File: config.mk
export PLATFORM = sky130hd
export DESIGN_NAME = ifetch_prefetch
export DESIGN_NICKNAME = d
export VERILOG_FILES = /design/src/rtl/ifetch_pkg.sv /design/src/rtl/ifetch_fifo.sv /design/src/rtl/ifetch_prefetch.sv
export SDC_FILE = /design/constraint.sdc
export NUM_CORES = 1
export LEC_CHECK = 0
export BUFFER_PORTS_ARGS = -buffer_cell sky130_fd_sc_hd__buf_2
export CORE_MARGIN = 3
export CORE_UTILIZATION = 58
export CTS_CLUSTER_DIAMETER = 50
export DETAILED_ROUTE_END_ITERATION = 16
export GPL_TIMING_DRIVEN = 0
export PLACE_DENSITY = 0.8
export SLEW_MARGIN = 20
export SYNTH_ARGS = -nofsm -noshare
export SYNTH_HDL_FRONTEND = slang
export SYNTH_HIERARCHICAL = 1
export SYNTH_SLANG_ARGS = --single-unit
export TNS_END_PERCENT = 100
File: constraint.sdc
create_clock -name clk -period 14.5 [get_ports clk]
set_input_delay 1.45 -clock clk [delete_from_list [all_inputs] [get_ports clk]]
set_output_delay 1.45 -clock clk [all_outputs]
set_load 0.03 [all_outputs]
File: src/rtl/ifetch_pkg.sv
// Shared types and constants for the instruction prefetch front-end.
// The FIFO entry carries the fetch PC alongside the returned instruction word.
package ifetch_pkg;

  localparam int          INST_W = 32;
  localparam logic [31:0] PC_INC = 32'd4;

  typedef enum logic [1:0] {
    IF_IDLE = 2'd0,
    IF_WAIT = 2'd1,
    IF_DROP = 2'd2
  } if_state_e;

  typedef struct packed {
    logic [INST_W-1:0] pc;
    logic [INST_W-1:0] inst;
  } fifo_entry_t;

  function automatic logic [INST_W-1:0] align_pc(input logic [INST_W-1:0] pc);
    return {pc[INST_W-1:2], 2'b00};
  endfunction

endpackage

File: src/rtl/ifetch_fifo.sv
// Prefetch buffer of {pc, inst} entries with flush; head is read straight from storage.
// Flush takes priority over push and pop; pop on empty is ignored.
module ifetch_fifo
  import ifetch_pkg::*;
#(
  parameter  int DEPTH = 4,
  localparam int AW    = (DEPTH > 1) ? $clog2(DEPTH) : 1,
  localparam int CW    = $clog2(DEPTH + 1)
) (
  input  logic          clk,
  input  logic          rst_n,
  input  logic          push,
  input  fifo_entry_t   push_data,
  input  logic          pop,
  input  logic          flush,
  output fifo_entry_t   head,
  output logic [CW-1:0] count,
  output logic          full,
  output logic          empty
);

  fifo_entry_t   mem [DEPTH];
  logic [AW-1:0] wr_ptr;
  logic [AW-1:0] rd_ptr;
  logic          pop_fire;
  logic          push_fire;

  assign full      = (count == CW'(DEPTH));
  assign empty     = (count == '0);
  assign pop_fire  = pop && !empty;
  // a full buffer still accepts a push when the head leaves in the same cycle
  assign push_fire = push && (!full || pop_fire);
  assign head      = mem[rd_ptr];

  always_ff @(posedge clk) begin
    if (!rst_n) begin
      wr_ptr <= '0;
      rd_ptr <= '0;
      count  <= '0;
      for (int i = 0; i < DEPTH; i++) begin
        mem[i] <= '0;
      end
    end else if (flush) begin
      wr_ptr <= '0;
      rd_ptr <= '0;
      count  <= '0;
    end else begin
      if (push_fire) begin
        mem[wr_ptr] <= push_data;
        wr_ptr      <= wr_ptr + AW'(1);
      end
      if (pop_fire) begin
        rd_ptr <= rd_ptr + AW'(1);
      end
      count <= count + CW'(push_fire) - CW'(pop_fire);
    end
  end

endmodule

File: src/rtl/ifetch_prefetch.sv
// Instruction fetch front-end: issues imem reads, buffers {pc, inst}, and handles redirects.
// A redirect never abandons an outstanding request; its response is dropped instead.
module ifetch_prefetch
  import ifetch_pkg::*;
#(
  parameter int          DEPTH    = 4,
  parameter logic [31:0] RESET_PC = 32'h0000_0000
) (
  input  logic        clk,
  input  logic        rst_n,
  output logic        imem_req,
  output logic [31:0] imem_addr,
  input  logic        imem_ack,
  input  logic [31:0] imem_rdata,
  output logic        inst_valid,
  output logic [31:0] inst_data,
  output logic [31:0] inst_pc,
  input  logic        inst_ready,
  input  logic        redirect_valid,
  input  logic [31:0] redirect_pc
);

  localparam int CW = $clog2(DEPTH + 1);

  if_state_e     state, state_next;
  logic [31:0]   fetch_pc, fetch_pc_next;
  logic [31:0]   drop_addr, drop_addr_next;
  logic [31:0]   redir_pc;
  logic          push;
  logic          pop_fire;
  fifo_entry_t   push_data;
  fifo_entry_t   head;
  logic [CW-1:0] count;
  logic          full;
  logic          empty;
  logic [CW:0]   count_after;
  logic          room_after;

  ifetch_fifo #(.DEPTH(DEPTH)) u_fifo (
    .clk       (clk),
    .rst_n     (rst_n),
    .push      (push),
    .push_data (push_data),
    .pop       (inst_ready),
    .flush     (redirect_valid),
    .head      (head),
    .count     (count),
    .full      (full),
    .empty     (empty)
  );

  assign inst_valid = !empty;
  assign inst_data  = head.inst;
  assign inst_pc    = head.pc;
  assign pop_fire   = inst_valid && inst_ready;
  assign redir_pc   = align_pc(redirect_pc);
  assign push_data  = '{pc: fetch_pc, inst: imem_rdata};

  // occupancy after a push this cycle decides whether to keep a request outstanding
  assign count_after = {1'b0, count} + (CW+1)'(1) - (CW+1)'(pop_fire);
  assign room_after  = (count_after < (CW+1)'(DEPTH));

  always_ff @(posedge clk) begin
    if (!rst_n) begin
      state     <= IF_IDLE;
      fetch_pc  <= RESET_PC;
      drop_addr <= RESET_PC;
    end else begin
      state     <= state_next;
      fetch_pc  <= fetch_pc_next;
      drop_addr <= drop_addr_next;
    end
  end

  always_comb begin
    state_next     = state;
    fetch_pc_next  = fetch_pc;
    drop_addr_next = drop_addr;
    imem_req       = 1'b0;
    imem_addr      = fetch_pc;
    push           = 1'b0;
    unique case (state)
      IF_IDLE: begin
        if (redirect_valid) begin
          fetch_pc_next = redir_pc;
        end else if (!full) begin
          imem_req = rst_n;
          if (imem_ack && rst_n) begin
            push          = 1'b1;
            fetch_pc_next = fetch_pc + PC_INC;
            state_next    = room_after ? IF_WAIT : IF_IDLE;
          end else begin
            state_next = IF_WAIT;
          end
        end
      end
      IF_WAIT: begin
        imem_req = rst_n;
        if (redirect_valid) begin
          fetch_pc_next  = redir_pc;
          drop_addr_next = fetch_pc;
          state_next     = imem_ack ? IF_IDLE : IF_DROP;
        end else if (imem_ack) begin
          push          = 1'b1;
          fetch_pc_next = fetch_pc + PC_INC;
          state_next    = room_after ? IF_WAIT : IF_IDLE;
        end
      end
      IF_DROP: begin
        // keep presenting the abandoned address until memory completes it
        imem_req  = rst_n;
        imem_addr = drop_addr;
        if (redirect_valid) begin
          fetch_pc_next = redir_pc;
        end
        if (imem_ack) begin
          state_next = IF_IDLE;
        end
      end
      default: begin
        state_next = IF_IDLE;
      end
    endcase
  end

endmodule

=== Word level (Yosys, flattened, before mapping) ===
Memory sizes are Yosys's and may differ from the RTL's. A register that Yosys moved wholly into a read port is not among the register bits.
Cells that the tools add are included.

* Bits in registers: 73
* RAM bits: 256
* Bits of input ports: 69
* Word-level logic and storage cells: 77
* Memories kept: 1

{| class="wikitable"
|+ Memories
! memory !! depth !! width !! rd ports !! clocked after Yosys merged registers in !! wr ports !! line !! source
|-
| u_fifo.mem || 4 || 64 || 1 || 1 || 4 || ifetch_fifo.sv:22 || <nowiki>fifo_entry_t mem [DEPTH];</nowiki>
|}

* Add/sub/neg operators: 7
* Magnitude comparators: 1
* Eq/ne operators: 10
* Muxes and demuxes: 36
* Bitwise logic cells: 1
* Reduce and logical (&&, ||, !) cells: 15

{| class="wikitable"
|+ Operators with widths
! operator !! number
|-
| $mux 32 || 7
|-
| $pmux 32 s3 || 1
|-
| $mux 64 || 1
|-
| $reduce_or 64->1 || 1
|-
| $add 32x3->32 const B || 1
|-
| $mux 2 || 9
|-
| $mux 1 || 15
|-
| $ne 3x3->1 const B || 3
|-
| $ne 2x2->1 const B || 4
|-
| $pmux 2 s3 || 1
|-
| $reduce_and 5->1 || 1
|-
| $add 2x1->2 const B || 2
|-
| $add 3x1->4 const B || 1
|-
| $lt 4x3->1 const B || 1
|-
| $pmux 1 s2 || 2
|-
| $reduce_and 4->1 || 1
|-
| $reduce_or 2->1 || 2
|-
| $sub 4x1->4 || 1
|-
| $add 3x1->3 || 1
|-
| $eq 3x3->1 const B || 1
|-
| $logic_and 1x1->1 || 3
|-
| $logic_not 3->1 || 1
|-
| $reduce_bool 3->1 || 1
|-
| $sub 3x1->3 || 1
|-
| other kinds (7) || 8
|}

=== Logic depth before layout (Yosys ltp) ===
* Depth after elaboration: 12
* Gate-level depth with buffers: 12
* Mapped depth without buffers: 12

=== By module ===
Netlist, hierarchy kept.

{| class="wikitable"
|+ Modules (own cells, without submodules)
! module !! times used !! cells each !! area each (sq um)
|-
| ifetch_fifo || 1 || 667 || 11428.5
|-
| ifetch_prefetch || 1 || 464 || 3602.2
|}

=== Least setup slack after synthesis ===
No wires, ideal clock.

* Path kind: input to register
* Start point: in rst_n
* End point: mem u_fifo/mem[0][0] (netlist bit) (enable)
* Arrival time: 7513 ps
* Required time: 13918 ps
* Path slack: 6405 ps
* Stages: 6
* Path through: clkbuf_1 a31oi_1 nor3_1 inv_1 or3_1 o31ai_1

{| class="wikitable"
|+ RTL lines
! what !! line !! source
|-
| start, declared || ifetch_prefetch.sv:10 || <nowiki>input logic rst_n,</nowiki>
|-
| end, declared || ifetch_fifo.sv:22 ||
|}

==> impl_metrics.yaml <==
grt:
  grt_pass1_wl_mm: 56.6
  grt_pass1_vias: 10400
  grt_overflow: 0
  antenna_found_initial: 1
  globalRouteTotalUtil_pct: 25.8
  grt_max_degree: 35
layout:
  drive_gt1_share_pct: 26.8
  mostFrequentLayoutCells: "and2_1 (261), edfxtp_1 (256), buf_2 (176), nand2_1 (97), dfxtp_1 (71)"
  nNetsFinal: 1432
  seqCellArea_mm2: 0.00911
  area_growth_pct: 18.3
  fillerInstances: 1725
  utilization_pct: 70.2
  final_common_cell: "and2_1"
  multi_input_area_mm2: 0.00559
setup_path:
  crit_path_end_kind: "flop"
  cp_max_fo: 15
  start_kind: "input pin"
  crit_type: "in2reg"
  critical_path_arrival_ns: 5.01
  crit_required_ns: 14.71
  rrSetupSlack_ns: 10.68
power_and_ir_drop:
  power_mw: 2.22
  power_density_mw_per_mm2: 125
  clockPowerShare_pct: 41.1
  intPower_mw: 1.68
  p_switching_uw: 541
  p_leak_nw: 6.79
  pwr-share-seq_pct: 48.8
  combPwrFrac_pct: 10.1
  vdd_ir_drop_max_mv: 0.0948
  sw_frac_of_total_pct: 24.3
detailed_routing:
  dr.pass1.iters: 6
  vias: 10200
  wl_per_cell_um: 21.2
  ant_nets: 0
  viasPerCell: 5.93
  drt-initial-drc-count: 1135
  wirelength_mm: 36.4
  drc: 0
status:
  status: "complete, no violations"
clock_network:
  clk_latency_ns: 0.52
  clock_path_buffers: 3
  postCtsSetupBuffers: 0
  numCtsBuffers: 37
  path_clk_slew_ns: 0.06
  post_cts_resized: 0
  cts_tree: "built"
  postCtsHoldBufs: 0
  htree_levels: 2
  clock-sinks: 327
  ctsRootBufferMaster: "clkbuf_16"
synthesis:
  synth.avg_cell_area_um2: 13.3
  ys_seq_elements: 327
  synth.cell_area_mm2: 0.0150
  synth_cell_types: 68
  synthFlopType: "edfxtp_1"
  async_flop_share_pct: 0
  ys_warn_count: 6
  ys_seq_area_share_pct: 60.6
  synth_edf_count: 256
  syn_inst: 1131
sta:
  fmax_mhz: 209
  fin_skew_ns: 0.0153
  slew_violations: 0
  fin_crit_ns: 4.79
  hold_viol: 0
  fin_tns_setup_ns: 0
  fin_crit_sh_pct: 33.1
  worstMarginPinSlew_ns: 0.979
  fin_worst_hold_slack_ns: 0.451
  setup_viol: 0
  rsz0062_at_grt: "false"
  setup_ws_ns: 9.71
  slew_headroom_pct: 34.4
placement:
  dp_hpwl_mm: 24.7
  gp_congestion: 0.952
  numPortBuffers: 162
  post-place-ws_ns: 9.16
floorplan:
  floorplan.die_area_mm2: 0.0279
  ios: 167
  core_area_mm2: 0.0253
  rows: 58
  die_h_um: 167
  initial_core_util_pct: 59.3
  die_w_um: 167
run:
  drv_cap: 0
worst_hold_path:
  holdCritPathClass: "reg2reg"
[critical path: stages]
cell and delay (ns):
buf_2 0.30, clkbuf_1 0.44, a31oi_1 0.15, nor3_1 0.44, inv_1 0.27, or3_1 0.50, o31ai_4 0.71, buf_6 0.29
buf_6 0.21, buf_6 0.21
[kinds of logic (layout without fill, tap and decap cells)]
logic type,Yosys count,after routing,synth area share [%]
AO/OA/AOI/OAI,132,132,5.70
multiplexers,99,99,12.2
other,1,11,0.0249
XOR/XNOR,3,3,0.175
buffers and inverters,93,335,2.81
adder cells (fa/ha/maj),7,7,0.633
AND/OR/NAND/NOR,469,469,17.9
flip-flops,327,327,60.6
[power by group through the flow]
stage | logic, mW | registers, mW | clock network, mW
after floorplan | 0.149 | 1.09 | 0
after global placement | 0.210 | 1.11 | 0
after detailed placement | 0.222 | 1.10 | 0
after CTS | 0.224 | 1.08 | 0.924
after global routing | 0.240 | 1.09 | 0.965
final | 0.225 | 1.09 | 0.914
[metal layers]
metal	up-vias	global-route usage, %	wire length [um]
li1	4606	-	-
met4	0	9.07	1250
met1	4899	34.7	14100
met3	102	4.94	3430
met2	545	42.7	17600
met5	-	0	0
[final timing paths]
path | startpoint | to | cells after the start
setup / recovery | rst_n | u_fifo/mem[0][15]$_SDFFCE_PN0P_ | 10
hold / removal | drop_addr[28]$_SDFFE_PN0P_ | drop_addr[28]$_SDFFE_PN0P_ | 2
setup reg to reg | u_fifo/count[1]$_SDFF_PP0_ | u_fifo/mem[0][15]$_SDFFCE_PN0P_ | 10
hold reg to reg | drop_addr[28]$_SDFFE_PN0P_ | drop_addr[28]$_SDFFE_PN0P_ | 2
[synth_stat cells (3+ instances only)]
library cell  count  area, um2
nor3_1           12       60.1
and3_1            8       50.1
and4_1            3       26.3
buf_1             4       15.0
o21ai_0          17       85.1
nor4_4            3       63.8
xor2_1            3       26.3
nor2_1           38        143
a211oi_1          5       37.5
nand3_1           9       45.0
mux4_2           64       1440
dfxtp_1          71       1420
buf_2            13       65.1
buf_4             7       52.6
inv_1            12       45.0
a21oi_1          50        250
nand2_1          97        364
o22ai_1           8       50.1
a311oi_1          3       26.3
edfxtp_1        256       7690
o31a_1            4       35.0
nor4_1            4       25.0
nand2b_1          7       43.8
mux2i_1           6       60.1
o31ai_1           6       45.0
mux2_2           29        327
and2_1          261       1630
o221a_2           4       45.0
nand4_1          11       68.8
buf_6             4       45.0
a22oi_1           4       30.0
ha_1              6       75.1
a31oi_1           7       43.8
clkbuf_1         53        199
[final cells by class]
class / count / area share, %
flip-flops and latches: 327 / 51.2
multi-input cells: 720 / 31.4
repair buffers: 177 / 5.86
clock buffers: 50 / 5.78
well taps: 330 / 2.32
plain buffers: 81 / 2.12
clock inverters: 15 / 0.971
inverters: 12 / 0.253
diodes: 1 / 0.0141
[sequential cells by signal (all words and copies together) (netlist names), named ones only]
name	flops
drop_addr	30
fetch_pc	30
state	2
u_fifo/count	3
u_fifo/mem	256
u_fifo/rd_ptr	2
u_fifo/wr_ptr	2
[per-stage QoR]
stage	cell area [um2]	cells
after floorplan	15100	1140
after global placement	16300	1632
after detailed placement	16600	1647
after CTS	17800	1712
after global routing	17800	1713
final	17800	1713
(Power assumes the default switching activity.)
